--- src/rtl/vid_pkg.sv ---
// Shared video/frame-buffer constants and the reader FSM state encoding.
// No ports. Imported by sdram_frame_reader.
package vid_pkg;

  localparam int H_ACTIVE    = 640;
  localparam int V_ACTIVE    = 480;
  localparam int FRAME_WORDS = H_ACTIVE * V_ACTIVE;
  localparam int BURST       = 128;
  localparam int FIFO_DEPTH  = 1024;
  localparam int FIFO_AW     = 10;
  localparam int FILL_LIMIT  = 768;
  localparam int PREFILL     = 512;

  typedef enum logic [1:0] {
    IDLE = 2'd0,
    REQ  = 2'd1,
    DATA = 2'd2
  } rd_state_e;

endpackage

--- src/rtl/sync_2ff.sv ---
// Two-flop synchronizer for a single asynchronous level signal.
// Ports:
//   clk_i   - destination clock
//   rst_n_i - asynchronous active-low reset (output resets to 0)
//   d_i     - asynchronous input
//   q_o     - synchronized output, two clk_i cycles of latency
module sync_2ff (
  input  logic clk_i,
  input  logic rst_n_i,
  input  logic d_i,
  output logic q_o
);

  logic meta_q;
  logic sync_q;

  always_ff @(posedge clk_i or negedge rst_n_i) begin
    if (!rst_n_i) begin
      meta_q <= 1'b0;
      sync_q <= 1'b0;
    end else begin
      meta_q <= d_i;
      sync_q <= meta_q;
    end
  end

  assign q_o = sync_q;

endmodule

--- src/rtl/sdram_frame_reader.sv ---
// Frame-buffer burst reader feeding the display FIFO (clk_sdram domain only).
// Issues one fixed-length burst read at a time while the FIFO is below
// FILL_LIMIT, forwards returned words to the FIFO write port with one cycle
// of latency, and raises wait_scrn once PREFILL words are buffered.
// Optional feature macro: FRAME_RESYNC_EN (vsync_in_i restarts the frame at
// BASE_ADDR after the current burst completes).
// Ports:
//   clk_sdram_i     - the only clock
//   rst_n_i         - asynchronous active-low reset
//   rd_req_o        - burst read request, held until rd_ack_i
//   rd_addr_o       - burst start word address, stable while rd_req_o=1
//   rd_ack_i        - controller accepts the request this cycle
//   rd_valid_i      - one returned word this cycle
//   rd_data_i       - returned word
//   fifo_wrusedw_i  - FIFO write-side used words
//   fifo_wrfull_i   - FIFO full flag, write side
//   wr_fifo_o       - FIFO write strobe
//   sdram_data_o    - FIFO write data
//   wait_scrn_o     - buffer primed, display may start reading
//   vsync_in_i      - display vsync, asynchronous (used only with the macro)
//   err_o           - sticky protocol/overflow error
module sdram_frame_reader
  import vid_pkg::*;
#(
  parameter int              ADDR_W      = 24,
  parameter logic [ADDR_W-1:0] BASE_ADDR = '0,
  parameter int              FRAME_WORDS = vid_pkg::FRAME_WORDS,
  parameter int              BURST       = vid_pkg::BURST,
  parameter int              FIFO_AW     = vid_pkg::FIFO_AW,
  parameter int              FILL_LIMIT  = vid_pkg::FILL_LIMIT,
  parameter int              PREFILL     = vid_pkg::PREFILL
) (
  input  logic               clk_sdram_i,
  input  logic               rst_n_i,
  output logic               rd_req_o,
  output logic [ADDR_W-1:0]  rd_addr_o,
  input  logic               rd_ack_i,
  input  logic               rd_valid_i,
  input  logic [15:0]        rd_data_i,
  input  logic [FIFO_AW-1:0] fifo_wrusedw_i,
  input  logic               fifo_wrfull_i,
  output logic               wr_fifo_o,
  output logic [15:0]        sdram_data_o,
  output logic               wait_scrn_o,
  input  logic               vsync_in_i,
  output logic               err_o
);

  localparam int                CNT_W     = $clog2(BURST);
  localparam logic [CNT_W-1:0]  LAST_CNT  = CNT_W'(BURST - 1);
  localparam logic [ADDR_W-1:0] BURST_W   = ADDR_W'(BURST);
  localparam logic [ADDR_W-1:0] LAST_OFF  = ADDR_W'(FRAME_WORDS - BURST);
  localparam logic [FIFO_AW-1:0] FILL_W   = FIFO_AW'(FILL_LIMIT);
  localparam logic [FIFO_AW-1:0] PREFILL_W = FIFO_AW'(PREFILL);

  rd_state_e          state_q;
  logic [CNT_W-1:0]   cnt_q;
  logic [ADDR_W-1:0]  offset_q;
  logic [ADDR_W-1:0]  rd_addr_q;
  logic               rd_req_q;
  logic               wr_fifo_q;
  logic [15:0]        sdram_data_q;
  logic               wait_scrn_q;
  logic               err_q;
  logic [FIFO_AW-1:0] usedw_q;

  logic beat_ok;
  logic last_beat;
  logic err_d;
  logic resync_take;

  // Only beats inside a granted burst reach the FIFO; anything else is dropped.
  assign beat_ok   = rd_valid_i && (state_q == DATA);
  assign last_beat = beat_ok && (cnt_q == LAST_CNT);
  assign err_d     = (rd_valid_i && (state_q != DATA))
                   || (fifo_wrfull_i && wr_fifo_q)
                   || (rd_ack_i && !rd_req_q);

`ifdef FRAME_RESYNC_EN
  logic vsync_s;
  logic vsync_s_q;
  logic resync_pend_q;
  logic resync_pend_d;

  sync_2ff u_vsync_sync (
    .clk_i   (clk_sdram_i),
    .rst_n_i (rst_n_i),
    .d_i     (vsync_in_i),
    .q_o     (vsync_s)
  );

  // An edge arriving in the same cycle it could take effect is honoured at
  // once rather than being latched and replayed on the next burst.
  assign resync_pend_d = resync_pend_q || (vsync_s && !vsync_s_q);
  assign resync_take   = resync_pend_d && ((state_q == IDLE) || last_beat);

  always_ff @(posedge clk_sdram_i or negedge rst_n_i) begin
    if (!rst_n_i) begin
      vsync_s_q     <= 1'b0;
      resync_pend_q <= 1'b0;
    end else begin
      vsync_s_q     <= vsync_s;
      resync_pend_q <= resync_pend_d && !resync_take;
    end
  end
`else
  logic unused_vsync;
  assign unused_vsync = vsync_in_i;
  assign resync_take  = 1'b0;
`endif

  always_ff @(posedge clk_sdram_i or negedge rst_n_i) begin
    if (!rst_n_i) begin
      state_q      <= IDLE;
      cnt_q        <= '0;
      offset_q     <= '0;
      rd_addr_q    <= BASE_ADDR;
      rd_req_q     <= 1'b0;
      wr_fifo_q    <= 1'b0;
      sdram_data_q <= '0;
      wait_scrn_q  <= 1'b0;
      err_q        <= 1'b0;
      usedw_q      <= '0;
    end else begin
      usedw_q   <= fifo_wrusedw_i;
      wr_fifo_q <= beat_ok;
      if (beat_ok) sdram_data_q <= rd_data_i;
      if (err_d) err_q <= 1'b1;

      // A resync forces one low cycle before the level rule re-qualifies.
      if (resync_take) wait_scrn_q <= 1'b0;
      else if (usedw_q >= PREFILL_W) wait_scrn_q <= 1'b1;

      case (state_q)
        IDLE: begin
          if (resync_take) begin
            offset_q <= '0;
          end else if (usedw_q < FILL_W) begin
            state_q   <= REQ;
            rd_req_q  <= 1'b1;
            rd_addr_q <= BASE_ADDR + offset_q;
          end
        end
        REQ: begin
          if (rd_ack_i) begin
            rd_req_q <= 1'b0;
            cnt_q    <= '0;
            state_q  <= DATA;
          end
        end
        DATA: begin
          if (beat_ok) begin
            cnt_q <= cnt_q + 1'b1;
            if (cnt_q == LAST_CNT) begin
              state_q <= IDLE;
              if (resync_take || (offset_q == LAST_OFF)) offset_q <= '0;
              else offset_q <= offset_q + BURST_W;
            end
          end
        end
        default: state_q <= IDLE;
      endcase
    end
  end

  assign rd_req_o     = rd_req_q;
  assign rd_addr_o    = rd_addr_q;
  assign wr_fifo_o    = wr_fifo_q;
  assign sdram_data_o = sdram_data_q;
  assign wait_scrn_o  = wait_scrn_q;
  assign err_o        = err_q;

endmodule
--- config.mk ---
export PLATFORM = sky130hd
export DESIGN_NAME = sdram_frame_reader
export DESIGN_NICKNAME = d
export VERILOG_FILES = /design/src/rtl/vid_pkg.sv /design/src/rtl/sync_2ff.sv /design/src/rtl/sdram_frame_reader.sv
export SDC_FILE = /design/constraint.sdc
export NUM_CORES = 1
export LEC_CHECK = 0
export CORE_ASPECT_RATIO = 0.6
export CORE_MARGIN = 2
export CORE_UTILIZATION = 51
export CTS_CLUSTER_SIZE = 25
export DETAILED_ROUTE_END_ITERATION = 8
export GPL_TIMING_DRIVEN = 1
export PLACE_DENSITY = 0.84
export RECOVER_POWER = 50
export SLEW_MARGIN = 20
export SYNTH_ARGS = -nofsm -noshare
export SYNTH_HDL_FRONTEND = slang
export SYNTH_SLANG_ARGS = --single-unit
--- constraint.sdc ---
create_clock -name clk_sdram_i -period 3.3 [get_ports clk_sdram_i]
set_clock_uncertainty 0.15 [all_clocks]
set_input_delay 0.66 -clock clk_sdram_i [delete_from_list [all_inputs] [get_ports clk_sdram_i]]
set_output_delay 0.66 -clock clk_sdram_i [all_outputs]
set_load 0.01 [all_outputs]
==> results of run 1 <==
state kept, by name (all words and copies together) (netlist names):
register      count
offset_q         17
wr_fifo_o         1
cnt_q             7
wait_scrn_o       1
rd_req_o          1
sdram_data_o     16
rd_addr_o        17
err_o             1
usedw_q           2
state_q           2
kinds of logic after synthesis:
family	Yosys count	share of synthesized area (%)
DFF	65	58.40
buffers and inverters	19	3.863
other	1	0.1346
muxes	17	6.873
AOI/OAI and AO/OA	20	4.807
adders and majority gates	2	0.8983
and+or+nand+nor	115	20.62
xor gates and xnor gates	14	4.403
how the worst max path moves through the flow:
stage,end,depth (start not counted),startpoint,slack [ns]
finish,offset_q[18]$_DFFE_PN0P_,6,rd_valid_i,0.79
global route,sdram_data_o[12]$_DFFE_PN0P_,2,rst_n_i,0.55
CTS,offset_q[18]$_DFFE_PN0P_,6,rd_valid_i,0.88
detailed placement,offset_q[18]$_DFFE_PN0P_,6,rd_valid_i,0.54
global placement,offset_q[18]$_DFFE_PN0P_,6,rd_valid_i,0.52
floorplan,offset_q[10]$_DFFE_PN0P_,4,rd_valid_i,1.43
layer usage:
metal | wire [µm] | up-vias | global-route usage, %
met5 | 0 | - | 0
met4 | 61 | 0 | 7.632
met3 | 328 | 8 | 6.470
met2 | 2729 | 52 | 32.63
met1 | 2821 | 1011 | 29.78
li1 | - | 991 | -
area by class of cell:
cell class / instances / area (µm²) / share of cell area, %
sequential: 65 / 1627 / 44.81
multi-input combinational: 175 / 1069 / 29.44
timing repair buffer: 64 / 614.3 / 16.93
clock buffer: 9 / 123.9 / 3.413
clock inverter: 7 / 95.09 / 2.620
tap: 66 / 82.58 / 2.275
inverter: 5 / 18.77 / 0.5171
worst min-delay path, stage by stage, from the launching register on:
cell	delay [ns]
dfrtp_1	0.34
nand2_1	0.05
nand2_1	0.05
synthesized netlist by cell type, types with 2 or more instances:
master / n / share of area [%]
dfrtp_1: 65 / 58
nand2_1: 61 / 8.2
mux2_2: 17 / 6.9
nand3_1: 14 / 2.5
xnor2_1: 11 / 3.5
nor2_1: 8 / 1.1
buf_4: 7 / 1.9
and3_1: 5 / 1.1
nand4_1: 5 / 1.1
o21ai_0: 5 / 0.90
a21oi_1: 4 / 0.72
clkbuf_1: 4 / 0.54
inv_1: 4 / 0.54
nor3_1: 4 / 0.72
a31oi_1: 3 / 0.67
and4_1: 3 / 0.94
nor4b_1: 3 / 0.94
o41ai_1: 3 / 0.94
xor2_1: 3 / 0.94
and2_1: 2 / 0.45
buf_2: 2 / 0.36
ha_1: 2 / 0.90
nand3b_1: 2 / 0.54
or2_2: 2 / 0.45
power groups by stage:
stage                     clock (mW)  combinational (mW)  sequential, mW
after global routing           0.788               0.622            1.01
after global placement             0               0.559            1.01
after detailed placement           0               0.578            1.01
after floorplan                    0               0.235            1.05
final                          0.738               0.568           0.997
after CTS                      0.749               0.581           0.999
stage by stage:
step	setup slack, ns	utilization [%]	cell area (µm²)
CTS	0.8817	70.68	3643
detailed placement	0.5354	66.43	3425
floorplan	1.428	-	2808
global placement	0.5190	66.43	3425
global route	0.5491	70.41	3630
finish	0.7891	70.41	3630
layout by cell type (no fill, tap or decap), drive strengths merged, types with 7 or more instances in the layout:
| master | count |
|---|---|
| clkbuf | 12 |
| clkdlybuf4s50 | 54 |
| conb | 7 |
| dfrtp | 65 |
| mux2 | 17 |
| nand2 | 61 |
| nand3 | 14 |
| nor2 | 8 |
| xnor2 | 11 |
==> flow_summary.json, run 1 <==
{
  "synth_ff_type": "dfrtp_1",
  "r2r_cells": 3,
  "ctsResizeCount": 0,
  "min_path_type": "register to register",
  "cts-htree-levels": 3,
  "globalplace.congestion": 0.8012,
  "grtUsageTotal_pct": 21.36,
  "r2r_slack_ns": 1.05,
  "start_util_pct": 54.03,
  "hold_slack_ns": 0.3212,
  "initialDrtViolationCount": 110,
  "cts_setup_buffers": 0,
  "syn-instance-count": 253,
  "nFillCells": 396,
  "outcome": "complete, but fails checks",
  "pwr_density_cell_mw_per_mm2": 634.5,
  "min_to": "sdram_data_o[9]$_DFFE_PN0P_",
  "p_int_mw": 1.630,
  "rows": 20,
  "wl_mm": 5.941,
  "p_comb_share_pct": 24.7,
  "insertion_delay_ns": 0.35,
  "power.clock.fraction_pct": 32.0,
  "finalSetupViolCount": 0,
  "syn-cell-area_mm2": 0.002785,
  "slew_violations": 0,
  "end_kind": "register",
  "path_clk_slew_ns": 0.07,
  "period_needed_ns": 2.511,
  "setup_tns_ns": 0,
  "worstPathMaxFanout": 24,
  "grt_setup_unrepaired": "no",
  "cts_buffers": 9,
  "ys_warn_count": 0,
  "grt_overflow_total": 0,
  "finalCritPeriodShare_pct": 76.09,
  "p_seq_share_pct": 43.3,
  "synth_cell_type_count": 38,
  "cts.sinks": 65,
  "io_buffer_count": 59,
  "post-dp-hpwl_mm": 4.278,
  "synth_seq_cells": 65,
  "power_switching_share_pct": 29.24,
  "slowest_stage": "dlygate4sd3_1",
  "grt_pass1_wl_mm": 9.777,
  "path_buf_inv": 1,
  "drc": 0,
  "avgSynthCellArea_um2": 11.01,
  "root_buffer": "clkbuf_8",
  "crit_chain": "dlygate4sd3_1 -> nand3b_4 -> or3_4 -> and2_1 -> a31oi_1 -> o41ai_1",
  "drive_above_1_share_pct": 12.92,
  "violations": "capacitance limit",
  "antenna_found_initial": 0,
  "cts_tree": "done",
  "timing.fmax_mhz": 398.3,
  "hold_start": "sdram_data_o[9]$_DFFE_PN0P_",
  "path_class": "input pin to register",
  "worst_pin_slew_ns": 1.498,
  "maxCapViolCount": 1,
  "drt_first_pass_iters": 4,
  "r2r-start": "state_q[0]$_DFFE_PN0P_",
  "die_w_um": 99.41,
  "antenna-diode-count": 0,
  "synth-edff-count": 0,
  "area_delta_synth_final_pct": 30.32,
  "ant_nets": 0,
  "leakage_nw": 1.711,
  "avgRoutedWirePerCell_um": 15.19,
  "critPathLaunchType": "input pin",
  "clock_path_buffers": 2,
  "maxSlewHeadroom_pct": 0.1325,
  "worstPathArrival_ns": 2.59,
  "ioPinCount": 76,
  "dpl.cell_count": 375,
  "layout.cells.non_filler": 391,
  "critPathMaxStageDelay_ns": 0.67,
  "hold_viol": 0,
  "cp.required_ns": 3.38,
  "hold_depth": 2,
  "reg2reg_to": "rd_addr_o[18]$_DFFE_PN0P_",
  "cp_top_family": "simple AND/OR/NAND/NOR gates",
  "vias": 2062,
  "die-area_mm2": 0.006088,
  "via_per_inst": 5.274,
  "postCtsHoldBufs": 0,
  "total_power_mw": 2.303,
  "grt_max_degree": 30,
  "die_y_um": 61.24,
  "nets": 354,
  "p_sw_mw": 0.6734,
  "async_flop_share_pct": 100.0,
  "core_area_mm2": 0.005155,
  "ir_worst_vdd_mv": 0.3847,
  "grt_pass1_vias": 1943,
  "yosysSeqAreaShare_pct": 58.40
}
(Power assumes the default switching activity.)
==> run 2, diff against run 1 <==
--- a/config.mk
+++ b/config.mk
@@ -7,11 +7,11 @@
 export LEC_CHECK = 0
 export CORE_ASPECT_RATIO = 0.6
 export CORE_MARGIN = 2
-export CORE_UTILIZATION = 51
+export CORE_UTILIZATION = 47
 export CTS_CLUSTER_SIZE = 25
 export DETAILED_ROUTE_END_ITERATION = 8
 export GPL_TIMING_DRIVEN = 1
-export PLACE_DENSITY = 0.84
+export PLACE_DENSITY = 0.78
 export RECOVER_POWER = 50
 export SLEW_MARGIN = 20
 export SYNTH_ARGS = -nofsm -noshare
==> constraint.sdc (replaced) <==
create_clock -name clk_sdram_i -period 2.5 [get_ports clk_sdram_i]
set_clock_uncertainty 0.15 [all_clocks]
set_input_delay 0.5 -clock clk_sdram_i [delete_from_list [all_inputs] [get_ports clk_sdram_i]]
set_output_delay 0.5 -clock clk_sdram_i [all_outputs]
set_load 0.01 [all_outputs]
==> run 2 against run 1 <==
  * First-iteration DRC count down 0.91%
  * Largest power group unchanged
  * Global-route usage decreased by 1.9 points
  * Total power is 30% higher
  * Critical path type unchanged
  * Design area up 0.72%
  * The flow now finishes without violations
  * Die area increased by 8.1%
==> flow_summary.json, run 2 (same netlist as run 1, synthesis figures left out) <==
{
  "r2r_slack_ns": 0.50,
  "maxSlewHeadroom_pct": 1.570,
  "area_delta_synth_final_pct": 31.27,
  "end_kind": "register",
  "cp_top_family": "simple AND/OR/NAND/NOR gates",
  "slowest_stage": "dlygate4sd3_1",
  "crit_chain": "dlygate4sd3_1 -> nand3b_4 -> or3_4 -> and2_1 -> a31oi_1 -> o41ai_1",
  "nFillCells": 476,
  "r2r-start": "offset_q[9]$_DFFE_PN0P_",
  "critPathMaxStageDelay_ns": 0.66,
  "layout_common_cells": "dfrtp_1 (65), nand2_1 (61), clkdlybuf4s50_1 (55), mux2_2 (17), nand3_1 (14)",
  "antenna_found_initial": 0,
  "cts.sinks": 65,
  "ant_nets": 0,
  "path_clk_slew_ns": 0.07,
  "cts-htree-levels": 3,
  "path_class": "input pin to register",
  "clock_path_buffers": 2,
  "ctsResizeCount": 0,
  "place_area_mm2": 0.003462,
  "grt_pass1_vias": 1991,
  "min_to": "sdram_data_o[15]$_DFFE_PN0P_",
  "leakage_nw": 1.718,
  "min_path_type": "register to register",
  "final_util_pct": 64.72,
  "via_per_inst": 5.079,
  "ioPinCount": 76,
  "finalSetupViolCount": 0,
  "hold_viol": 0,
  "cts_tree": "done",
  "initialDrtViolationCount": 109,
  "grt_max_degree": 40,
  "grtUsageTotal_pct": 19.50,
  "cp.required_ns": 2.57,
  "cts_setup_buffers": 0,
  "antenna-diode-count": 0,
  "worstPathMaxFanout": 13,
  "start_util_pct": 49.30,
  "final.setup.worst_slack_ns": 0.4106,
  "finalCritPeriodShare_pct": 83.57,
  "die_w_um": 103.4,
  "root_buffer": "clkbuf_8",
  "drive_above_1_share_pct": 12.58,
  "period_needed_ns": 2.089,
  "setup_tns_ns": 0,
  "final_common_cell": "dfrtp_1",
  "fin_area_mm2": 0.003656,
  "vias": 2062,
  "pwr_density_cell_mw_per_mm2": 816.6,
  "worst_pin_slew_ns": 1.476,
  "drt_first_pass_iters": 4,
  "drc": 0,
  "nets": 355,
  "die_y_um": 63.63,
  "postCtsHoldBufs": 0,
  "hold_depth": 2,
  "grt_overflow_total": 0,
  "hold_start": "sdram_data_o[15]$_DFFE_PN0P_",
  "r2r_cells": 5,
  "reg2reg_to": "offset_q[18]$_DFFE_PN0P_",
  "globalplace.congestion": 0.7975,
  "path_buf_inv": 1,
  "grt_pass1_wl_mm": 9.625,
  "die-area_mm2": 0.006578,
  "worstPathArrival_ns": 2.16,
  "critPathLaunchType": "input pin",
  "core_area_mm2": 0.005649,
  "grt_setup_unrepaired": "no",
  "wl_mm": 5.741,
  "cts_buffers": 9,
  "ir_worst_vdd_mv": 0.4809,
  "outcome": "completed",
  "maxCapViolCount": 0,
  "slew_violations": 0,
  "insertion_delay_ns": 0.34,
  "avgRoutedWirePerCell_um": 14.14,
  "timing.fmax_mhz": 478.6,
  "io_buffer_count": 59,
  "dp_slack_ns": 0.1361,
  "post-dp-hpwl_mm": 4.009,
  "rows": 21
}
run 2: cell types whose count changed in the layout (fill, tap and decap cells not counted):
cell             before  now
clkinv_2              2    1
dlygate4sd3_1         4    3
bufinv_16             2    1
buf_12                0    1
clkbuf_8              9   12
clkinv_4              2    0
clkbuf_1              3    5
clkinvlp_4            1    0
clkdlybuf4s50_1      54   55
run 2: power by group:
part	switching [mW]	internal, mW	total [mW]
clock	0.385	0.542	0.927
sequential	0.105	1.21	1.31
combinational	0.354	0.391	0.745
total	0.844	2.14	2.99
run 2: tightest hold or removal path, cell delays in order (launching register included):
cell and delay, ns:
dfrtp_1 0.34, nand2_1 0.05, nand2_1 0.06
run 2: worst max path at each step:
stage / startpoint / endpoint / slack, ns / cells after the start
after floorplan: state_q[0]$_DFFE_PN0P_ / rd_addr_o[16]$_DFFE_PN0P_ / 0.63 / 3
after global placement: rd_valid_i / offset_q[18]$_DFFE_PN0P_ / 0.16 / 6
after detailed placement: rd_valid_i / offset_q[18]$_DFFE_PN0P_ / 0.14 / 6
after CTS: rd_valid_i / offset_q[18]$_DFFE_PN0P_ / 0.50 / 6
after global routing: rd_valid_i / offset_q[20]$_DFFE_PN0P_ / 0.35 / 6
final: rd_valid_i / offset_q[18]$_DFFE_PN0P_ / 0.41 / 6
run 2: per-stage QoR:
| step | power, mW | cells | hold WS [ns] |
|---|---|---|---|
| 2_1_floorplan | 1.694 | 259 | 0.05441 |
| 3_5_place_dp | 2.098 | 390 | 0.3019 |
| 5_1_grt | 3.170 | 406 | 0.3587 |
| 6_report | 2.985 | 406 | 0.3248 |
| 3_3_place_gp | 2.080 | 390 | 0.3080 |
| 4_1_cts | 3.028 | 406 | 0.03548 |
run 2: layer usage:
layer	track usage, %	wire length (µm)
met3	8.768	322
met1	28.39	2912
met4	5.099	80
met2	26.29	2425
met5	0	0
run 2: cell type report:
cell class / instances / area [µm²] / share of cell area [%]
Clock inverter: 2 / 35.03 / 0.9582
Inverter: 5 / 18.77 / 0.5133
Tap cell: 80 / 100.1 / 2.738
Sequential cell: 65 / 1627 / 44.49
Multi-Input combinational cell: 175 / 1069 / 29.23
Timing Repair Buffer: 65 / 634.4 / 17.35
Clock buffer: 14 / 172.7 / 4.723
